**src/rtl/mem_port_master_pkg.sv**
```systemverilog
// Shared sizing defaults and grant encoding for the unified memory-port initiator.
// Defaults mirror the core-wide address/data widths and memory map.
package mem_port_master_pkg;

    localparam int unsigned AddrBitsDef = 8;
    localparam int unsigned DataBitsDef = 16;
    localparam int unsigned InstSizeDef = 16;
    localparam int unsigned RomSizeDef  = 64;
    localparam int unsigned MemSizeDef  = 256;

    typedef enum logic {
        GntFetch = 1'b0,
        GntData  = 1'b1
    } gnt_e;

endpackage

```
**src/rtl/mem_port_arb.sv**
```systemverilog
// Two-requester grant for the memory port: a lone requester wins, contention alternates
// starting with data after reset.
module mem_port_arb
    import mem_port_master_pkg::*;
(
    input  logic clk_i,
    input  logic rst_i,
    input  logic en_i,
    input  logic f_req_i,
    input  logic d_req_i,
    output logic f_gnt_o,
    output logic d_gnt_o
);

    gnt_e last_q, last_d;

    always_comb begin
        d_gnt_o = en_i & d_req_i & (~f_req_i | (last_q == GntFetch));
        f_gnt_o = en_i & f_req_i & ~d_gnt_o;
        last_d  = last_q;
        if (d_gnt_o) begin
            last_d = GntData;
        end else if (f_gnt_o) begin
            last_d = GntFetch;
        end
    end

    always_ff @(posedge clk_i or posedge rst_i) begin
        if (rst_i) begin
            last_q <= GntFetch;
        end else begin
            last_q <= last_d;
        end
    end

endmodule

```
**src/rtl/mem_port_master.sv**
```systemverilog
// Initiator for the shared instruction/data memory port: grants one request at a time,
// drives a single-cycle memory access and returns the captured word with a response pulse.
module mem_port_master
    import mem_port_master_pkg::*;
#(
    parameter int unsigned ADDR_BITS        = AddrBitsDef,
    parameter int unsigned DATA_BITS        = DataBitsDef,
    parameter int unsigned INSTRUCTION_SIZE = InstSizeDef,
    parameter int unsigned MEM_SIZE         = MemSizeDef
) (
    input  logic                        CLK,
    input  logic                        RESET,
    input  logic                        f_req,
    input  logic [ADDR_BITS-1:0]        f_pc,
    output logic                        f_ready,
    output logic                        f_rsp_valid,
    output logic [INSTRUCTION_SIZE-1:0] f_inst,
    input  logic                        d_req,
    input  logic                        d_we,
    input  logic [ADDR_BITS-1:0]        d_addr,
    input  logic [DATA_BITS-1:0]        d_wdata,
    output logic                        d_ready,
    output logic                        d_rsp_valid,
    output logic [INSTRUCTION_SIZE-1:0] d_rdata,
    output logic                        d_err,
    output logic                        o_mem_cs,
    output logic                        o_mem_we,
    output logic                        o_mem_mm_select,
    output logic [ADDR_BITS-1:0]        o_mem_pc,
    output logic [ADDR_BITS-1:0]        o_mem_addr,
    output logic [DATA_BITS-1:0]        o_mem_wdat,
    input  logic [INSTRUCTION_SIZE-1:0] i_mem_inst,
    input  logic [INSTRUCTION_SIZE-1:0] i_mem_dat,
    input  logic                        i_mem_error
);

    typedef enum logic [1:0] {
        StIdle    = 2'd0,
        StIssue   = 2'd1,
        StCapture = 2'd2
    } state_e;

    localparam logic [ADDR_BITS:0] MemLimit = (ADDR_BITS + 1)'(MEM_SIZE);

    state_e                        state_q;
    logic                          is_data_q;
    logic                          is_store_q;
    logic                          fault_q;
    logic                          mem_cs_q;
    logic                          mem_we_q;
    logic                          mem_sel_q;
    logic [ADDR_BITS-1:0]          mem_pc_q;
    logic [ADDR_BITS-1:0]          mem_addr_q;
    logic [DATA_BITS-1:0]          mem_wdat_q;
    logic                          f_rsp_q;
    logic [INSTRUCTION_SIZE-1:0]   f_inst_q;
    logic                          d_rsp_q;
    logic [INSTRUCTION_SIZE-1:0]   d_rdata_q;
    logic                          d_err_q;

    logic arb_en;
    logic f_gnt;
    logic d_gnt;
    logic addr_fault;

    assign arb_en     = (state_q == StIdle) & ~RESET;
    assign addr_fault = {1'b0, d_addr} >= MemLimit;

    mem_port_arb u_arb (
        .clk_i   (CLK),
        .rst_i   (RESET),
        .en_i    (arb_en),
        .f_req_i (f_req),
        .d_req_i (d_req),
        .f_gnt_o (f_gnt),
        .d_gnt_o (d_gnt)
    );

    always_ff @(posedge CLK or posedge RESET) begin
        if (RESET) begin
            state_q    <= StIdle;
            is_data_q  <= 1'b0;
            is_store_q <= 1'b0;
            fault_q    <= 1'b0;
            mem_cs_q   <= 1'b0;
            mem_we_q   <= 1'b0;
            mem_sel_q  <= 1'b0;
            mem_pc_q   <= '0;
            mem_addr_q <= '0;
            mem_wdat_q <= '0;
            f_rsp_q    <= 1'b0;
            f_inst_q   <= '0;
            d_rsp_q    <= 1'b0;
            d_rdata_q  <= '0;
            d_err_q    <= 1'b0;
        end else begin
            f_rsp_q <= 1'b0;
            d_rsp_q <= 1'b0;
            unique case (state_q)
                StIdle: begin
                    if (d_gnt) begin
                        is_data_q  <= 1'b1;
                        is_store_q <= d_we;
                        fault_q    <= addr_fault;
                        if (addr_fault) begin
                            // Out-of-range address never reaches the memory.
                            state_q <= StCapture;
                        end else begin
                            mem_cs_q   <= 1'b1;
                            mem_we_q   <= d_we;
                            mem_sel_q  <= 1'b1;
                            mem_addr_q <= d_addr;
                            if (d_we) begin
                                mem_wdat_q <= d_wdata;
                            end
                            state_q <= StIssue;
                        end
                    end else if (f_gnt) begin
                        is_data_q  <= 1'b0;
                        is_store_q <= 1'b0;
                        fault_q    <= 1'b0;
                        mem_cs_q   <= 1'b1;
                        mem_we_q   <= 1'b0;
                        mem_sel_q  <= 1'b0;
                        mem_pc_q   <= f_pc;
                        state_q    <= StIssue;
                    end
                end
                StIssue: begin
                    mem_cs_q <= 1'b0;
                    mem_we_q <= 1'b0;
                    state_q  <= StCapture;
                end
                StCapture: begin
                    state_q <= StIdle;
                    if (fault_q) begin
                        d_rsp_q   <= 1'b1;
                        d_rdata_q <= '0;
                        d_err_q   <= 1'b1;
                    end else if (is_data_q) begin
                        d_rsp_q   <= 1'b1;
                        d_rdata_q <= is_store_q ? '0 : i_mem_dat;
                        d_err_q   <= i_mem_error;
                    end else begin
                        f_rsp_q  <= 1'b1;
                        f_inst_q <= i_mem_inst;
                    end
                end
                default: begin
                    state_q <= StIdle;
                end
            endcase
        end
    end

    assign f_ready         = f_gnt;
    assign d_ready         = d_gnt;
    assign f_rsp_valid     = f_rsp_q;
    assign f_inst          = f_inst_q;
    assign d_rsp_valid     = d_rsp_q;
    assign d_rdata         = d_rdata_q;
    assign d_err           = d_err_q;
    assign o_mem_cs        = mem_cs_q;
    assign o_mem_we        = mem_we_q;
    assign o_mem_mm_select = mem_sel_q;
    assign o_mem_pc        = mem_pc_q;
    assign o_mem_addr      = mem_addr_q;
    assign o_mem_wdat      = mem_wdat_q;

endmodule

```
**config.mk**
```make
export PLATFORM = sky130hd
export DESIGN_NAME = mem_port_master
export DESIGN_NICKNAME = d
export VERILOG_FILES = /design/src/rtl/mem_port_master_pkg.sv /design/src/rtl/mem_port_arb.sv /design/src/rtl/mem_port_master.sv
export SDC_FILE = /design/constraint.sdc
export NUM_CORES = 1
export LEC_CHECK = 0
export CAP_MARGIN = 5
export CORE_ASPECT_RATIO = 1.5
export CORE_MARGIN = 3
export CORE_UTILIZATION = 40
export DETAILED_ROUTE_END_ITERATION = 10
export PLACE_DENSITY = 0.9
export RECOVER_POWER = 25
export SLEW_MARGIN = 25
export SYNTH_ARGS = -nofsm -noshare
export SYNTH_HDL_FRONTEND = slang
export SYNTH_SLANG_ARGS = --single-unit
```
**constraint.sdc**
```tcl
create_clock -name CLK -period 3.4 [get_ports CLK]
set_clock_uncertainty 0.1 [all_clocks]
set_input_delay 0.68 -clock CLK [delete_from_list [all_inputs] [get_ports CLK]]
set_output_delay 0.68 -clock CLK [all_outputs]
set_load 0.03 [all_outputs]
```
==> impl_metrics.csv <==
group,metric,value,unit
setup_path,crit_start,"RESET",
timing,final.setup.tns,0,ns
grt,grt_usage,0.175,
setup_path,critPathMostFrequentCell,"clkdlybuf4s50_1",
yosys,synth.area.top_cells,"dfrtp_1 (65%), mux2_2 (16%), nand2_1 (4.8%)",
timing,tightestPinTransition,1.26,ns
pwr,p_leak,2.00,nW
clock_tree,cts_resized,0,
floorplanning,start_util,0.411,
yosys,yosys_warnings,0,
yosys,synth_seq_area_share,0.653,
route,num_vias,2102,
setup_path,cp.depth,5,
final_layout,area_growth,59.1,%
clock_tree,post_cts_buffers,0,
timing,fin_crit,3.12,ns
route,drt_iter0_drc,99,
final_layout,fin_cells,433,
final_layout,nets,422,
yosys,synth_cells,202,
clock_tree,htree_levels,3,
pwr,total_power,4.14,mW
setup_path,path_delay_family,"buffers and inverters",
timing,slew_headroom,0.157,
place,place_congestion,0.747,
grt,grt-ovfl-total,0,
yosys,synth.top_cell.area_share,0.653,
worst_hold_path,hold_class,"reg2reg",
setup_path,crit_path_max_fanout,6,
setup_path,critPathKind,"in2out",
setup_path,startpoint_type,"input port",
clock_tree,clock_latency,0.33,ns
final_layout,diodes,0,
place,place.detailed.hpwl,5150,µm
yosys,async_flop_share,1.00,
clock_tree,max-clock-path-buffers,2,
timing,setup_viol,0,
yosys,synth_area_leader_cell,"dfrtp_1",
floorplanning,fp.dieW,74.8,µm
clock_tree,clk_pin_slew,0.07,ns
clock_tree,clock-root-buffer,"clkbuf_8",
setup_path,slowest_delay,0.66,ns
setup_path,endpoint_kind,"output port",
place,dp_cells,418,
final_layout,fin_util,0.654,
route,via_per_inst,4.85,
setup_path,cp_data_arrival_time,2.34,ns
setup_path,endpoint,"f_ready",
yosys,ys_types,21,
timing,fmax,320,MHz
clock_tree,ctsHoldBuffers,0,
grt,grt_pass1_vias,2199,
grt,antenna_found_initial,0,
yosys,synth_common_cells,"dfrtp_1 (74), mux2_2 (41), nand2_1 (36), o21ai_0 (19), mux2_4 (8)",
clock_tree,cts_tree,"yes",
floorplanning,rows,37,
timing,drv_slew,0,
yosys,syn_nets,272,
route,routed_wl,6840,µm
place,port-buffer-count,141,
setup_path,slowest_stage,"clkdlybuf4s50_1",
floorplanning,core,6900,µm²
clock_tree,numClockSinks,74,
setup_path,reg2reg_slack,1.43,ns
worst_hold_path,holdCritStartpoint,"o_mem_cs$_DFFE_PP0P_",
route,drt-wirelength-per-cell,15.8,µm
yosys,synth_edf_count,0,
floorplanning,die_y,109,µm
yosys,avgSynthCellArea,14.0,µm²
timing,whs,0.375,ns
timing,grt_setup_unrepaired,"no",
floorplanning,num_io_pins,142,
timing,hold_violations,0,
grt,grt_max_degree,53,
yosys,synth_ff_type,"dfrtp_1",
route,ant_nets,0,
route,route.detailed.drc,0,
setup_path,r2r_cells,3,
yosys,netlist_area,2840,µm²
final_layout,drive_above_1_share,0.194,
setup_path,rr_endpoint,"f_inst[8]$_DFFE_PP0P_",
floorplanning,die_area,8160,µm²
setup_path,crit_buf_inv,3,
clock_tree,cts_buffers,9,
pwr,ir_drop,0.000510,V
setup_path,crit_required,2.62,ns
grt,grt_pass1_wl,10500,µm
pwr,power_density,916,nW/µm²
yosys,ys_seq_elements,74,
route,drt_pass1_iterations,4,
timing,min_period_over_period,0.918,
yosys,yosysMostFrequentCell,"dfrtp_1",
setup_path,worstPathCellList,"clkdlybuf4s50_1 > nor3_4 > nand3_2 > inv_1 > clkdlybuf4s50_1",
run,cap_violations,0,
status,status,"complete, no violations",
setup_path,r2r_start,"state_q[0]$_DFFE_PP0P_",
worst min path at each step:
stage                                    end  cells past startpoint
floorplan           u_arb.last_q$_DFFE_PP0P_                      1
CTS                     o_mem_cs$_DFFE_PP0P_                      2
detailed placement      o_mem_cs$_DFFE_PP0P_                      2
global placement     d_rdata[14]$_DFFE_PP0P_                      2
finish                  o_mem_cs$_DFFE_PP0P_                      2
global route            o_mem_cs$_DFFE_PP0P_                      2
stage by stage:
step	setup slack, ns	area (µm²)
after CTS	0.244	4530
after global routing	0.211	4510
after floorplan	0.738	2840
after detailed placement	0.250	4340
after global placement	0.325	4340
final	0.278	4510
sequential cells by signal, indices dropped and copies added (netlist names):
signal	flops
d_err	1
d_rdata	16
d_rsp_valid	1
f_inst	16
f_rsp_valid	1
is_store_q	1
o_mem_addr	8
o_mem_cs	1
o_mem_mm_select	1
o_mem_pc	8
o_mem_wdat	16
o_mem_we	1
state_q	2
u_arb.last_q	1
cell type report:
cell class	count	area (µm²)
Clock inverter	2	37.5
Clock buffer	12	155
Tap cell	78	97.6
Fill cell	520	2380
Inverter	6	22.5
Multi-Input combinational cell	115	913
Sequential cell	74	1850
Timing Repair Buffer	146	1440
kinds of logic (layout without fill, tap and decap cells):
| logic type | count (synthesis) | in the layout | share of synthesized area |
|---|---|---|---|
| buf+inv | 13 | 166 | 0.0238 |
| flops | 74 | 74 | 0.653 |
| mux | 49 | 49 | 0.205 |
| simple gates | 44 | 44 | 0.0785 |
| compound gates | 22 | 22 | 0.0401 |
layer usage:
layer,share of wire,wire length [µm],track usage,up-vias
li1,-,-,-,989
met4,0.033,229,0.101,0
met1,0.36,2440,0.193,1010
met2,0.55,3780,0.296,87
met3,0.057,389,0.0461,16
met5,0,0,0,-
where the power goes:
group	switching (mW)	total, mW	leakage [nW]	internal [mW]
logic	1.10	2.03	1.01	0.931
registers	0.193	1.44	0.898	1.25
clock network	0.293	0.665	0.0946	0.371
worst register-to-register path, delay by kind of cell (launching register included):
family	cells	cell delay, ns
simple gates	1	0.22
buf+inv	1	0.69
flops	1	0.43
mux	1	0.43
layout by cell type (no fill, tap or decap):
cell	instances
clkbuf_2	1
mux2_2	41
and3_1	1
clkbuf_8	11
or2b_1	1
nor3b_1	1
buf_4	3
mux2_4	8
nand2_1	36
o21ai_0	19
nand3b_1	1
dfrtp_1	74
clkbuf_1	3
nand3_2	1
inv_1	5
nand4_4	1
a21oi_1	1
nor3_4	1
a31oi_1	1
clkinvlp_4	1
nand2b_1	1
bufinv_16	1
a21o_1	1
clkdlybuf4s50_1	140
clkinv_1	1
Power figures use the tool's default switching activity.
==> patch: new RTL, same settings <==
`DataBitsDef`: 16 -> 32.
--- a/src/rtl/mem_port_master_pkg.sv
+++ b/src/rtl/mem_port_master_pkg.sv
@@ -3,7 +3,7 @@
 package mem_port_master_pkg;
 
     localparam int unsigned AddrBitsDef = 8;
-    localparam int unsigned DataBitsDef = 16;
+    localparam int unsigned DataBitsDef = 32;
     localparam int unsigned InstSizeDef = 16;
     localparam int unsigned RomSizeDef  = 64;
     localparam int unsigned MemSizeDef  = 256;
Ports: changed (resized d_wdata and o_mem_wdat); port bits go from 142 to 174. The function was not compared with the original's and may differ.
==> patch against the original RTL <==
The run now ends with capacitance limit, slew limit left. Sequential share of layout area down 0.42 points. Clock power up 49%. Critical path depth unchanged. Sequential power up 22%. Final area up 23%. Wire length up 31%. Non-clock buffer count up 33. Via count up 21%. Count of clock-buffer cells in the layout up 2. Synthesized area up 20%. Worst setup slack worse by 0.065 ns. Total power up 25%. Sequential cell count up 16. Critical path type unchanged. Critical endpoint unchanged. Largest power group unchanged.
==> patch: results (changes against the original RTL) <==
* Status: complete, but fails checks
* Failing checks: capacitance limit, slew limit
* Comb pwr at 2450 uW (+21%)
* Worst VDD drop at 0.572 mV (+12%)
* Hold_sp: d_rdata[9]
* Largest net degree at the start of global routing at 38 (-28%)
* Internal power at 3230 uW (+27%)
* Power in the clock group at 992 uW (+49%)
* Iter 0 DRT Violations at 74 (-25%)
* Final HPWL DP at 6830 um (+33%)
* Commonest cells in the netlist: 90 x dfrtp_1, 65 x mux2_2, 36 x nand2_1
* Max-slew violation count at 37 (+37)
* First-pass GRT wire length at 14000 um (+34%)
* DRT Pass-1 Iters at 4 (unchanged)
* Post-synthesis mux area share at 21.5% (+0.97 points)
* Fraction of final layout cells sized beyond drive strength 1 at 20.6% (+1.2 points)
* Sequential-to-total area share from yosys stat at 66.1% (+0.80 points)
* Slew of the pin with the lowest slew margin at 1.75 ns (+0.486 ns)
* Synth area leaders: dfrtp_1 66%, mux2_2 21%, nand2_1 4.0%, o21ai_0 2.8%, buf_6 1.3%
* Synth Area in XOR/XNOR at 0% (unchanged)
* Hold path endpoint: d_rdata[9]
* Root Driver: clkbuf_16
* Post-synth EDFFs at 0 (unchanged)
* Complex-gate fraction of the synthesized area at 3.34% (-0.67 points)
* GRT Overall Usage at 19.5% (+2.1 points)
* Clock buffer count from CTS at 9 (unchanged)
* Gpl congestion at 0.698 (-6.6%)
* Leak pwr at 0.00240 uW (+20%)
* Vias in the first global route at 2820 (+28%)
* R2R setup slack at 1.29 ns (-0.14 ns)
* Drt wl/cell at 17.1 um (+8.0%)
* Reg2Reg Capture Point: d_err
* Arrival time worst endpoint at 2.41 ns (+0.07 ns)
* Final #Nets at 503 (+19%)
* Distinct cell type count after synthesis at 19 (-9.5%)
* Worst stage delay on the critical path at 0.66 ns (about the same)
* Filler cell count at 582 (+12%)
* PortBufs at 173 (+23%)
* Max_cap viols at 1 (+1)
* Via density at 4.83 (-0.48%)
* # diodes at 0 (unchanged)
* Post-synthesis net count at 322 (+18%)
==> patch: changes by cell type after synthesis <==
cell,unedited run,this run
buf_6,2,4
dfrtp_1,74,90
mux2_2,41,65
mux2_4,8,0
nand2b_1,1,2
or2b_1,1,0
==> patch: through the flow <==
step	hold slack [ns]	instance area, um2	total power, uW	std cells	worst slack, ns
after global placement	0.362	5260	4150	511	0.349
after detailed placement	0.370	5260	4240	511	0.321
after global routing	0.416	5550	5430	527	0.136
final	0.379	5550	5190	527	0.213
after floorplan	0.363	3410	3070	236	0.285
after CTS	0.385	5560	5250	527	0.317
==> patch: final cells by class <==
class / count / area share, %
Clock buffer: 14 / 4.76
Clock inverter: 2 / 0.631
Inverter: 6 / 0.429
Multi-Input combinational cell: 131 / 19.1
Sequential cell: 90 / 40.6
Tap cell: 105 / 2.37
Timing Repair Buffer: 179 / 32.1
==> patch: routing by layer <==
metal / wire length (um) / GRT usage, %
met2: 5050 / 36.1
met4: 308 / 9.94
met5: 0 / 0
met3: 727 / 5.98
met1: 2900 / 18.5
